## src/rtl/brick_field.sv

```systemverilog
// One row of breakable bricks: each sweep checks the ball against every brick and
// redraws the row pixel by pixel for the VGA adapter.
module brick_field #(
  parameter int          NUM_BRICKS   = 10,
  parameter int          BRICK_W      = 8,
  parameter int          BRICK_H      = 2,
  parameter int          X_OFFSET     = 5,
  parameter int          X_PITCH      = 15,
  parameter int          ROW_Y        = 30,
  parameter logic [2:0]  BRICK_COLOUR = 3'b010
) (
  input  logic       CLOCK_50,
  input  logic       resetn,
  input  logic       start,
  input  logic       restore,
  input  logic [7:0] ball_x,
  input  logic [7:0] ball_y,
  output logic [7:0] x,
  output logic [7:0] y,
  output logic [2:0] colour,
  output logic       plot,
  output logic       busy,
  output logic       done,
  output logic       bounce,
  output logic [4:0] remaining,
  output logic       cleared
);

  if (NUM_BRICKS < 1 || NUM_BRICKS > 16 || BRICK_W < 1 || BRICK_W > 16 ||
      BRICK_H < 1 || BRICK_H > 8 || X_PITCH < BRICK_W ||
      X_OFFSET + (NUM_BRICKS - 1) * X_PITCH + BRICK_W > 160 ||
      ROW_Y + BRICK_H > 120) begin : g_param_check
    $error("brick_field: brick geometry does not fit the 160x120 screen");
  end

  typedef enum logic [1:0] {S_IDLE, S_CHECK, S_DRAW, S_FINISH} state_t;

  localparam logic [15:0] ALL_ALIVE  = 16'((33'd1 << NUM_BRICKS) - 33'd1);
  localparam logic [3:0]  COL_LAST   = 4'(BRICK_W - 1);
  localparam logic [2:0]  ROW_LAST   = 3'(BRICK_H - 1);
  localparam logic [3:0]  LAST_BRICK = 4'(NUM_BRICKS - 1);
  localparam logic [7:0]  TOP_Y      = 8'(ROW_Y);
  localparam logic [7:0]  BOT_Y      = 8'(ROW_Y + BRICK_H - 1);

  state_t      state;
  logic [3:0]  i;
  logic [3:0]  col;
  logic [2:0]  row;
  logic [15:0] alive;
  logic        hit_seen;

  logic [4:0]  chk_idx;
  logic [15:0] alive_eff;
  logic [7:0]  chk_bx;
  logic        chk_hit;

  function automatic logic [7:0] brick_x(input logic [4:0] idx);
    return 8'(X_OFFSET) + 8'(idx) * 8'(X_PITCH);
  endfunction

  // Hit test for the brick about to enter CHECK, so bounce can be registered on entry.
  // A restore issued together with start is already visible here.
  always_comb begin
    chk_idx   = (state == S_IDLE) ? 5'd0 : {1'b0, i} + 5'd1;
    alive_eff = (state == S_IDLE && restore) ? ALL_ALIVE : alive;
    chk_bx    = brick_x(chk_idx);
    chk_hit   = 1'b0;
    if (chk_idx < 5'(NUM_BRICKS) && alive_eff[chk_idx[3:0]] &&
        !(state != S_IDLE && hit_seen) &&
        ball_x >= chk_bx && ball_x <= chk_bx + 8'(BRICK_W - 1) &&
        ball_y >= TOP_Y && ball_y <= BOT_Y)
      chk_hit = 1'b1;
  end

  always_ff @(posedge CLOCK_50 or negedge resetn) begin
    if (!resetn) begin
      state     <= S_IDLE;
      i         <= '0;
      col       <= '0;
      row       <= '0;
      alive     <= ALL_ALIVE;
      hit_seen  <= 1'b0;
      remaining <= 5'(NUM_BRICKS);
      x         <= '0;
      y         <= '0;
      colour    <= '0;
      plot      <= 1'b0;
      busy      <= 1'b0;
      done      <= 1'b0;
      bounce    <= 1'b0;
    end else begin
      case (state)
        S_IDLE: begin
          if (restore) begin
            alive     <= ALL_ALIVE;
            remaining <= 5'(NUM_BRICKS);
          end
          if (start) begin
            state    <= S_CHECK;
            i        <= '0;
            busy     <= 1'b1;
            hit_seen <= 1'b0;
            bounce   <= chk_hit;
          end
        end
        S_CHECK: begin
          bounce <= 1'b0;
          if (bounce) begin
            alive[i]  <= 1'b0;
            remaining <= remaining - 5'd1;
            hit_seen  <= 1'b1;
          end
          state  <= S_DRAW;
          col    <= '0;
          row    <= '0;
          plot   <= 1'b1;
          x      <= brick_x({1'b0, i});
          y      <= TOP_Y;
          colour <= (alive[i] && !bounce) ? BRICK_COLOUR : 3'b000;
        end
        S_DRAW: begin
          if (col == COL_LAST && row == ROW_LAST) begin
            plot   <= 1'b0;
            x      <= '0;
            y      <= '0;
            colour <= '0;
            if (i == LAST_BRICK) begin
              state <= S_FINISH;
              done  <= 1'b1;
            end else begin
              state  <= S_CHECK;
              i      <= i + 4'd1;
              bounce <= chk_hit;
            end
          end else if (col == COL_LAST) begin
            col <= '0;
            row <= row + 3'd1;
            x   <= brick_x({1'b0, i});
            y   <= TOP_Y + 8'(row) + 8'd1;
          end else begin
            col <= col + 4'd1;
            x   <= x + 8'd1;
          end
        end
        S_FINISH: begin
          done  <= 1'b0;
          busy  <= 1'b0;
          state <= S_IDLE;
        end
        default: state <= S_IDLE;
      endcase
    end
  end

  assign cleared = (remaining == 5'd0);

endmodule

```

## config.mk

```make
export PLATFORM = sky130hd
export DESIGN_NAME = brick_field
export DESIGN_NICKNAME = d
export VERILOG_FILES = /design/src/rtl/brick_field.sv
export SDC_FILE = /design/constraint.sdc
export NUM_CORES = 1
export LEC_CHECK = 0
export CAP_MARGIN = 25
export CORE_MARGIN = 8
export CORE_UTILIZATION = 45
export CTS_CLUSTER_SIZE = 28
export DETAILED_ROUTE_END_ITERATION = 8
export GPL_TIMING_DRIVEN = 1
export HOLD_SLACK_MARGIN = 0.1
export PLACE_DENSITY = 0.66
export REMOVE_ABC_BUFFERS = 1
export SYNTH_ARGS = -nofsm -noshare
export SYNTH_HDL_FRONTEND = slang
export SYNTH_SLANG_ARGS = --single-unit
```

## constraint.sdc

```tcl
create_clock -name CLOCK_50 -period 7.2 [get_ports CLOCK_50]
set_input_delay 2.16 -clock CLOCK_50 [delete_from_list [all_inputs] [get_ports CLOCK_50]]
set_output_delay 2.16 -clock CLOCK_50 [all_outputs]
set_load 0.01 [all_outputs]
```

==> impl_metrics.csv, run 1 <==
group,metric,value,unit
status,outcome,"completed",
die,fp.dieH,118,um
timing,post-route-min-period,5.68,ns
grt,wire_length_of_the_first_global_routing_pass,18300,um
hold_path,startpoint_of_the_most_critical_hold_path,"alive[7]",
place,place.gp.congestion,0.829,
timing,count_of_endpoints_failing_setup_in_the_final_report,0,
timing,slew_violations,0,
synth,synth.cell_area,4650,um^2
clock_tree,tritoncts.num_buffers,5,
worst_setup_path,critical_path_peak_fanout,13,
grt,grtUsageTotal,15.4,%
grt,via_count_of_the_first_global_routing_pass,3790,
route,dr.pass1.iters,4,
timing,fmaxAchievable,0.176,GHz
timing,timing.max_slew.rel_slack,40.6,%
synth,synth.distinct_cells,66,
worst_setup_path,worstSetupStartpoint,"i[1]",
synth,yosysWarningCount,0,
clock_tree,tritoncts,"yes",
synth,synthMostInstantiatedCell,"nand2_1",
worst_setup_path,startpoint_type,"register",
power_and_ir_drop,power_per_cell_area,422,nW/um^2
timing,timing_worst_slew_pin_value,0.892,ns
die,floorplan.io_pins,49,
clock_tree,cts_clock_pin_slew_for_the_worst_setup_and_hold_paths,0.10,ns
timing,clock_skew,0.0112,ns
synth,post_synth_main_area_contributors,"dfrtp_1, ha_1, dfstp_2",
cells_and_area,layout.nets,652,
worst_setup_path,worst_ep_required_time,7.43,ns
clock_tree,cts.repair.resized,0,
synth,syn_area_per_cell,8.90,um^2
synth,synth.ff_latch_count,54,
clock_tree,cts.sinks,54,
route,routedWlPerCell,15.2,um
grt,grt-ovfl-total,0,
clock_tree,clockBufferDepth,2,
clock_tree,cts-htree-levels,2,
timing,fin_setup_tns,0,ns
timing,finalHoldViolCount,0,
die,initial_core_util,45.6,%
worst_setup_path,worstSetupEndpointType,"register",
route,starting_drt_drc_count,246,
timing,min_period_over_period,78.9,%
synth,yosys.area.top_type_share,22.6,%
route,route.vias.total,3818,
timing,grt_setup_unrepaired,"no",
cells_and_area,fill_cells,966,
route,detail-route-antenna-nets,0,
synth,seq_total_area_yosys,29.4,%
cells_and_area,drive_gt1_share,6.49,%
worst_setup_path,worst-setup-path-type,"register to register",
power_and_ir_drop,max-vdd-ir-drop,0.213,mV
hold_path,holdPathStages,2,
clock_tree,clk_latency,0.32,ns
hold_path,hold_removal_path_class,"register to register",
route,postRouteWirelength,10500,um
timing,timing.hold.ws,0.476,ns
power_and_ir_drop,power.leakage,2.46,nW
die,design.core.area,10200,um^2
flow_run,maxCapViolations,0,
route,post-route-drc-count,0,
worst_setup_path,critPathArrivalTime,5.91,ns
clock_tree,clockRootBuffer,"clkbuf_8",
power_and_ir_drop,finalPower,0.00223,W
worst_setup_path,regToRegStartpoint,"i[1]",
die,floorplan.die_area,13800,um^2
synth,async_flop_share,100,%
grt,maximum_number_of_pins_on_one_net_before_global_route_repair,55,
place,numPortBuffers,43,
synth,synth-edff-count,0,
clock_tree,cts_hold_buffers,0,
cells_and_area,layout-area-overhead-vs-synth,13.5,%
synth,commonest_register_cell_after_synthesis,"dfrtp_1",
die,num_rows,37,
place,hpwl,7930,um
grt,antenna_found_initial,0,
synth,post_synth_most_frequent_cells,"nand2_1, ha_1, dfrtp_1",
synth,post_synth_inst_count,522,
synth,yosys.area.top_type,"dfrtp_1",
worst_setup_path,timing.reg2reg.worst_path_depth,23,
cells_and_area,n_antenna_cell,0,
die,die-width,118,um
route,avgViaCountPerCell,5.53,
clock_tree,cts.repair_timing.setup_buffer_count,0,
[flip-flops by register name, summed over array words and instances (netlist names)]
register	count
alive	16
bounce	1
busy	1
col	4
colour	1
done	1
hit_seen	1
i	4
plot	1
remaining	5
row	3
state	2
x	8
y	6
[cell families (layout without fill, tap and decap cells)]
| logic type | after synthesis | count (layout) | share of synthesized area [%] |
|---|---|---|---|
| buffers and inverters | 58 | 88 | 5.44 |
| adder cells (fa/ha/maj) | 78 | 78 | 21.8 |
| other | 1 | 4 | 0.0807 |
| AND/OR/NAND/NOR | 176 | 176 | 18.0 |
| XOR/XNOR | 23 | 23 | 4.34 |
| multiplexers | 9 | 9 | 3.61 |
| flip-flops | 54 | 54 | 29.4 |
| AO/OA/AOI/OAI | 123 | 123 | 17.3 |
[power by group]
group | switching [W] | internal, W
logic | 0.000902 | 0.000674
clock network | 0.000112 | 0.000106
registers | 0.0000642 | 0.000370
total | 0.00108 | 0.00115
[final timing paths]
check | end | slack (ns)
max | bounce | 1.52
min | alive[7] | 0.48
max reg2reg | bounce | 1.52
min reg2reg | alive[7] | 0.48
max in group asynchronous | bounce | 4.76
min in group asynchronous | y[3] | 1.97
[cell usage in the layout, fill, tap and decap left out, types with 8 or more instances in the layout]
master	synthesis	routed
a21o_1	9	9
a21oi_1	20	20
a22o_1	8	8
clkdlybuf4s50_1	0	42
dfrtp_1	42	42
dfstp_2	12	12
ha_1	73	73
inv_1	32	32
nand2_1	76	76
nand3_1	31	31
nor2_1	22	22
nor3_1	9	9
o21ai_0	35	35
xnor2_1	13	13
xor2_1	10	10
[metrics by stage]
step / cells / utilization [%] / setup slack [ns] / cell area, um^2
detailed placement: 683 / 50.6 / 1.54 / 5160
finish: 691 / 51.8 / 1.52 / 5280
CTS: 691 / 51.8 / 1.49 / 5280
global placement: 683 / 50.6 / 1.60 / 5160
global route: 691 / 51.8 / 1.09 / 5280
floorplan: 499 / - / 1.64 / 4520
[cell type report]
class	instances	area [um^2]	area share, %
timing repair buffer	48	463	8.78
sequential	54	1370	25.9
clock buffer	5	68.8	1.30
clock inverter	3	48.8	0.925
tap	136	170	3.23
inverter	32	120	2.28
multi-input combinational	413	3040	57.6
[per-layer routing]
| layer | global-route usage (%) | wire length [um] |
|---|---|---|
| met3 | 2.21 | 286 |
| met5 | 0 | 0 |
| met1 | 20.8 | 5150 |
| met2 | 25.4 | 4970 |
| met4 | 3.28 | 79 |
[critical path, cell delays in order, from the launching register on]
cell and delay, ns:
dfrtp_1 0.69, inv_1 0.21, ha_1 0.33, buf_4 0.19, nor2b_1 0.20, inv_1 0.11
ha_1 0.33, inv_1 0.06, ha_1 0.19, a21o_1 0.17, ha_1 0.28, ha_1 0.31
ha_1 0.35, nand4bb_1 0.12, o211ai_1 0.11, o21a_1 0.19, or2_2 0.32, xor2_1 0.17
ha_1 0.31, a21o_1 0.16, a21oi_1 0.17, nor2_1 0.05, or3_1 0.39, o31ai_1 0.19
Note: power is estimated with default switching activity, not from simulation.
==> inputs of run 2 (changes only) <==
==> constraint.sdc (replaced) <==
create_clock -name CLOCK_50 -period 5.8 [get_ports CLOCK_50]
set_input_delay 1.74 -clock CLOCK_50 [delete_from_list [all_inputs] [get_ports CLOCK_50]]
set_output_delay 1.74 -clock CLOCK_50 [all_outputs]
set_load 0.01 [all_outputs]
==> impl_metrics.csv, run 2 (synthesized netlist as in run 1, its figures left out) <==
group,metric,value,unit
flow_run,maxCapViolations,0,
worst_setup_path,path_delay_family,"adder cells",
timing,slew_violations,0,
clock_tree,tritoncts.num_buffers,5,
power_and_ir_drop,intPower,0.00141,W
worst_setup_path,worstSetupEndpointType,"register",
worst_setup_path,worstSetupStartpoint,"i[1]",
power_and_ir_drop,power_frac_comb,72.2,%
route,dr.pass1.iters,4,
route,post-route-drc-count,0,
place,hpwl,8200,um
power_and_ir_drop,max-vdd-ir-drop,0.249,mV
clock_tree,cts.sinks,54,
cells_and_area,biggestRegsByFlops,"alive: 16 flops, x: 8 flops, y: 6 flops",
timing,clock_skew,0.0123,ns
die,fp.dieH,118,um
power_and_ir_drop,switching_share,48.7,%
timing,timing_worst_slew_pin_value,0.844,ns
power_and_ir_drop,seq_power_share,19.3,%
route,route.vias.total,3845,
place,number_of_placed_cells_counting_well_taps,688,
cells_and_area,largest_register_ffs,16,
clock_tree,cts-htree-levels,2,
cells_and_area,mostFrequentLayoutCell,"nand2_1",
cells_and_area,layout-area-overhead-vs-synth,13.9,%
die,design.core.area,10200,um^2
worst_setup_path,worst-setup-path-type,"register to register",
timing,timing.max_slew.rel_slack,43.7,%
die,floorplan.io_pins,49,
timing,fin_setup_tns,0,ns
place,numPortBuffers,43,
worst_setup_path,crit_path_frequent_cell,"ha_1",
grt,maximum_number_of_pins_on_one_net_before_global_route_repair,55,
worst_setup_path,critical-path-max-stage-delay,0.46,ns
clock_tree,tritoncts,"yes",
grt,via_count_of_the_first_global_routing_pass,3776,
timing,min_period_over_period,93.4,%
grt,antenna_found_initial,0,
grt,grt-ovfl-total,0,
power_and_ir_drop,power_per_cell_area,519,nW/um^2
worst_setup_path,stages_on_the_worst_setup_path,22,
worst_setup_path,startpoint_type,"register",
cells_and_area,final_area,5290,um^2
route,detail-route-antenna-nets,0,
route,avgViaCountPerCell,5.52,
worst_setup_path,r2r-end,"bounce",
clock_tree,clk_latency,0.32,ns
worst_setup_path,critPathBufInv,3,
route,routedWlPerCell,15.2,um
place,placement.cell_area,5190,um^2
die,num_rows,37,
cells_and_area,layout.nets,657,
worst_setup_path,timing.reg2reg.worst_path_depth,22,
timing,timing.hold.ws,0.471,ns
grt,grtUsageTotal,15.3,%
clock_tree,cts_clock_pin_slew_for_the_worst_setup_and_hold_paths,0.11,ns
clock_tree,cts_hold_buffers,0,
cells_and_area,registers.top_by_ff_count,"alive",
power_and_ir_drop,share_clk_of_total_power,8.6,%
worst_setup_path,cp_slowest_cell,"dfrtp_1",
timing,finalHoldViolCount,0,
cells_and_area,n_antenna_cell,0,
die,floorplan.die_area,13800,um^2
timing,grt_setup_unrepaired,"no",
cells_and_area,drive_gt1_share,7.32,%
route,postRouteWirelength,10600,um
route,starting_drt_drc_count,192,
worst_setup_path,critical_path_peak_fanout,7,
clock_tree,clockRootBuffer,"clkbuf_8",
power_and_ir_drop,net-switching-power,0.00134,W
clock_tree,clockBufferDepth,2,
worst_setup_path,worst_ep_required_time,6.03,ns
worst_setup_path,cells_along_the_critical_path,"inv_1, ha_1, nor2b_1, inv_1, ha_1, inv_1, ha_1, a21o_1, ha_1, ha_1, ha_1, nand4bb_1, o211ai_1, o21a_1, or2_2, xor2_1, ha_1, a21o_1, a21oi_1, nor2_1, or3_1, o31ai_1",
timing,fmaxAchievable,0.185,GHz
die,die-width,118,um
worst_setup_path,regToRegSetupSlack,0.38,ns
worst_setup_path,critPathArrivalTime,5.64,ns
hold_path,holdPathStages,2,
status,outcome,"completed",
clock_tree,cts.repair.resized,0,
place,place.gp.congestion,0.791,
grt,wire_length_of_the_first_global_routing_pass,18300,um
timing,post-route-min-period,5.42,ns
clock_tree,cts.repair_timing.setup_buffer_count,0,
cells_and_area,finalNonFillerCells,696,
worst_setup_path,regToRegStartpoint,"i[1]",
timing,count_of_endpoints_failing_setup_in_the_final_report,0,
worst_setup_path,timing.critical_path.to,"bounce",
power_and_ir_drop,finalPower,0.00275,W
power_and_ir_drop,power.leakage,2.48,nW
hold_path,hold_removal_path_class,"register to register",
cells_and_area,final_cell_mix,"nand2_1, ha_1, dfrtp_1, clkdlybuf4s50_1, o21ai_0",
die,initial_core_util,45.6,%
[run 2: changes by cell type in the layout (fill, tap and decap cells not counted), sizes merged]
| cell | delta |
|---|---|
| bufinv | -1 |
| clkinvlp | -1 |
| inv | +1 |
| clkinv | +1 |
| buf | +5 |
[run 2: final cells by class]
| cell class | instances | area [um^2] |
|---|---|---|
| Fill cell | 980 | 4890 |
| Multi-Input combinational cell | 413 | 3040 |
| Sequential cell | 54 | 1370 |
| Timing Repair Buffer | 53 | 500 |
| Tap cell | 136 | 170 |
| Inverter | 32 | 120 |
| Clock buffer | 5 | 68.8 |
| Clock inverter | 3 | 28.8 |
[run 2: layer usage]
| metal | part of all wire (%) | track usage (%) | up-vias |
|---|---|---|---|
| met4 | 0.99 | 3.28 | 0 |
| li1 | - | - | 1917 |
| met5 | 0 | 0 | - |
| met1 | 47 | 19.9 | 1855 |
| met3 | 3.3 | 2.25 | 9 |
| met2 | 49 | 26.1 | 64 |
[run 2: power groups by stage]
| stage | clock network (W) | logic (W) | registers [W] |
|---|---|---|---|
| after floorplan | 0 | 0.00144 | 0.000548 |
| after global placement | 0 | 0.00193 | 0.000530 |
| after detailed placement | 0 | 0.00199 | 0.000535 |
| after CTS | 0.000240 | 0.00200 | 0.000528 |
| after global routing | 0.000259 | 0.00226 | 0.000541 |
| final | 0.000236 | 0.00198 | 0.000529 |
[run 2: worst min path at each step]
stage                  start       end  slack (ns)
global route        alive[6]  alive[6]        0.49
CTS                 alive[7]  alive[7]        0.47
global placement    alive[3]  alive[3]        0.46
finish              alive[7]  alive[7]        0.47
floorplan           alive[1]  alive[1]        0.44
detailed placement  alive[7]  alive[7]        0.46
[run 2: stage by stage]
| stage | worst slack, ns | util (%) |
|---|---|---|
| 2_1_floorplan | 0.236 | - |
| 3_3_place_gp | 0.551 | 51.0 |
| 3_5_place_dp | 0.400 | 51.0 |
| 4_1_cts | 0.371 | 52.0 |
| 5_1_grt | 0.00733 | 52.0 |
| 6_report | 0.385 | 52.0 |
[run 2: worst reg2reg max path, delay by kind of cell (launching register included)]
kind	cells	cell delay [ns]
AO/OA/AOI/OAI	6	1.03
AND/OR/NAND/NOR	5	1.08
buffers and inverters	3	0.33
adder cells (fa/ha/maj)	7	2.23
flip-flops	1	0.46
XOR/XNOR	1	0.18
==> inputs of run 3 (changes only) <==
--- a/config.mk
+++ b/config.mk
@@ -7,12 +7,11 @@
 export LEC_CHECK = 0
 export CAP_MARGIN = 25
 export CORE_MARGIN = 8
-export CORE_UTILIZATION = 45
+export CORE_UTILIZATION = 30
 export CTS_CLUSTER_SIZE = 28
 export DETAILED_ROUTE_END_ITERATION = 8
 export GPL_TIMING_DRIVEN = 1
 export HOLD_SLACK_MARGIN = 0.1
-export PLACE_DENSITY = 0.66
 export REMOVE_ABC_BUFFERS = 1
 export SYNTH_ARGS = -nofsm -noshare
 export SYNTH_HDL_FRONTEND = slang
==> impl_metrics.csv, run 3 (synthesized netlist as in run 1, its figures left out) <==
group,metric,value,unit
worst_setup_path,critical_path_peak_fanout,10,
timing,fmaxAchievable,0.187,GHz
worst_setup_path,worst_ep_required_time,6.00,ns
die,die-width,140,um
hold_path,startpoint_of_the_most_critical_hold_path,"alive[3]",
grt,antenna_found_initial,0,
cells_and_area,registers.top_by_ff_count,"alive",
grt,maximum_number_of_pins_on_one_net_before_global_route_repair,55,
die,fp.dieH,140,um
route,route.vias.total,3889,
worst_setup_path,worstSetupEndpointType,"register",
grt,grtUsageTotal,11.5,%
worst_setup_path,startpoint_type,"register",
timing,min_period_over_period,92.3,%
grt,wire_length_of_the_first_global_routing_pass,18900,um
clock_tree,cts.sinks,54,
clock_tree,cts_hold_buffers,0,
timing,finalHoldViolCount,0,
clock_tree,tritoncts.num_buffers,5,
cells_and_area,final_cell_mix,"nand2_1, ha_1, dfrtp_1, clkdlybuf4s50_1, o21ai_0",
power_and_ir_drop,power_per_cell_area,524,nW/um^2
cells_and_area,n_antenna_cell,0,
clock_tree,clockRootBuffer,"clkbuf_16",
worst_setup_path,regToRegStartpoint,"i[1]",
timing,timing.max_slew.rel_slack,44.8,%
die,num_rows,45,
place,numPortBuffers,43,
place,number_of_placed_cells_counting_well_taps,739,
place,place.gp.congestion,0.794,
worst_setup_path,critPathArrivalTime,5.55,ns
die,design.core.area,15100,um^2
clock_tree,cts_clock_pin_slew_for_the_worst_setup_and_hold_paths,0.07,ns
cells_and_area,mostFrequentLayoutCell,"nand2_1",
grt,grt-ovfl-total,0,
clock_tree,clk_latency,0.29,ns
flow_run,maxCapViolations,0,
power_and_ir_drop,max-vdd-ir-drop,0.199,mV
cells_and_area,largest_register_ffs,16,
clock_tree,cts-htree-levels,2,
timing,grt_setup_unrepaired,"no",
timing,slew_violations,0,
cells_and_area,layout.nets,656,
route,routedWlPerCell,15.0,um
route,post-route-drc-count,0,
power_and_ir_drop,power.leakage,2.50,nW
cells_and_area,biggestRegsByFlops,"alive: 16 flops, x: 8 flops, y: 6 flops",
timing,timing_worst_slew_pin_value,0.828,ns
route,avgViaCountPerCell,5.21,
die,initial_core_util,30.7,%
route,detail-route-antenna-nets,0,
cells_and_area,drive_gt1_share,7.16,%
timing,clock_skew,0.00716,ns
timing,count_of_endpoints_failing_setup_in_the_final_report,0,
cells_and_area,layout-area-overhead-vs-synth,16.3,%
hold_path,hold_removal_path_class,"register to register",
route,postRouteWirelength,11200,um
timing,post-route-min-period,5.35,ns
worst_setup_path,regToRegSetupSlack,0.45,ns
cells_and_area,finalNonFillerCells,747,
clock_tree,clockBufferDepth,2,
worst_setup_path,worstSetupStartpoint,"i[1]",
route,starting_drt_drc_count,245,
clock_tree,tritoncts,"yes",
route,dr.pass1.iters,4,
grt,via_count_of_the_first_global_routing_pass,3971,
die,floorplan.io_pins,49,
die,floorplan.die_area,19700,um^2
cells_and_area,fill_cells,1499,
status,outcome,"completed",
timing,fin_setup_tns,0,ns
worst_setup_path,worst-setup-path-type,"register to register",
place,hpwl,8580,um
run 3: worst max-delay path, cell delays in order, from the launching register on:
cell	delay [ns]
dfrtp_1	0.46
inv_1	0.15
ha_2	0.47
nor2b_1	0.19
inv_1	0.12
ha_1	0.32
inv_1	0.05
ha_1	0.19
a21o_1	0.17
ha_1	0.28
ha_1	0.30
ha_1	0.35
nand4bb_1	0.13
o211ai_1	0.11
o21a_1	0.19
or2_2	0.33
xor2_1	0.17
ha_1	0.32
a21o_1	0.17
a21oi_1	0.15
nor2_1	0.05
or3_1	0.39
o31ai_1	0.21
run 3: per-layer routing:
layer  vias up  wire [um]  GRT usage, %
met1      1902       5090          14.0
li1       1919          -             -
met3        10        335          1.90
met4         0        121          2.97
met2        58       5620          20.5
met5         -          0             0
run 3: metrics by stage:
step / power (W) / cell area (um^2) / util, % / hold WS, ns / worst slack, ns
after floorplan: 0.00199 / 4520 / - / 0.443 / 0.236
after detailed placement: 0.00252 / 5250 / 34.7 / 0.462 / 0.412
final: 0.00283 / 5400 / 35.7 / 0.471 / 0.449
after CTS: 0.00285 / 5400 / 35.7 / 0.474 / 0.370
after global placement: 0.00246 / 5250 / 34.7 / 0.452 / 0.510
after global routing: 0.00314 / 5400 / 35.7 / 0.486 / 0.0500
run 3: final cells by class:
cell class / instances / area (um^2) / share of cell area [%]
Sequential cell: 54 / 1370 / 25.3
Clock buffer: 7 / 143 / 2.64
Multi-Input combinational cell: 413 / 3040 / 56.3
Clock inverter: 1 / 5.00 / 0.0926
Timing Repair Buffer: 52 / 493 / 9.12
Tap cell: 188 / 235 / 4.35
Inverter: 32 / 120 / 2.22
run 3: where the power goes:
group	switching, W	total [W]	internal, W
logic	0.00114	0.00199	0.000855
clock network	0.000136	0.000307	0.000172
registers	0.0000683	0.000528	0.000460
run 3: final timing paths:
| check | to | cells after the start |
|---|---|---|
| max | bounce | 22 |
| min | alive[3] | 2 |
| max reg2reg | bounce | 22 |
| min reg2reg | alive[3] | 2 |
| max in group asynchronous | state[0] | 2 |
| min in group asynchronous | x[5] | 2 |
run 3: what timing repair did:
item,CTS,global route
endpoints found under the setup margin,0,1
endpoints found under the hold margin,0,0
setup buffers,0,0
resized for setup,0,1
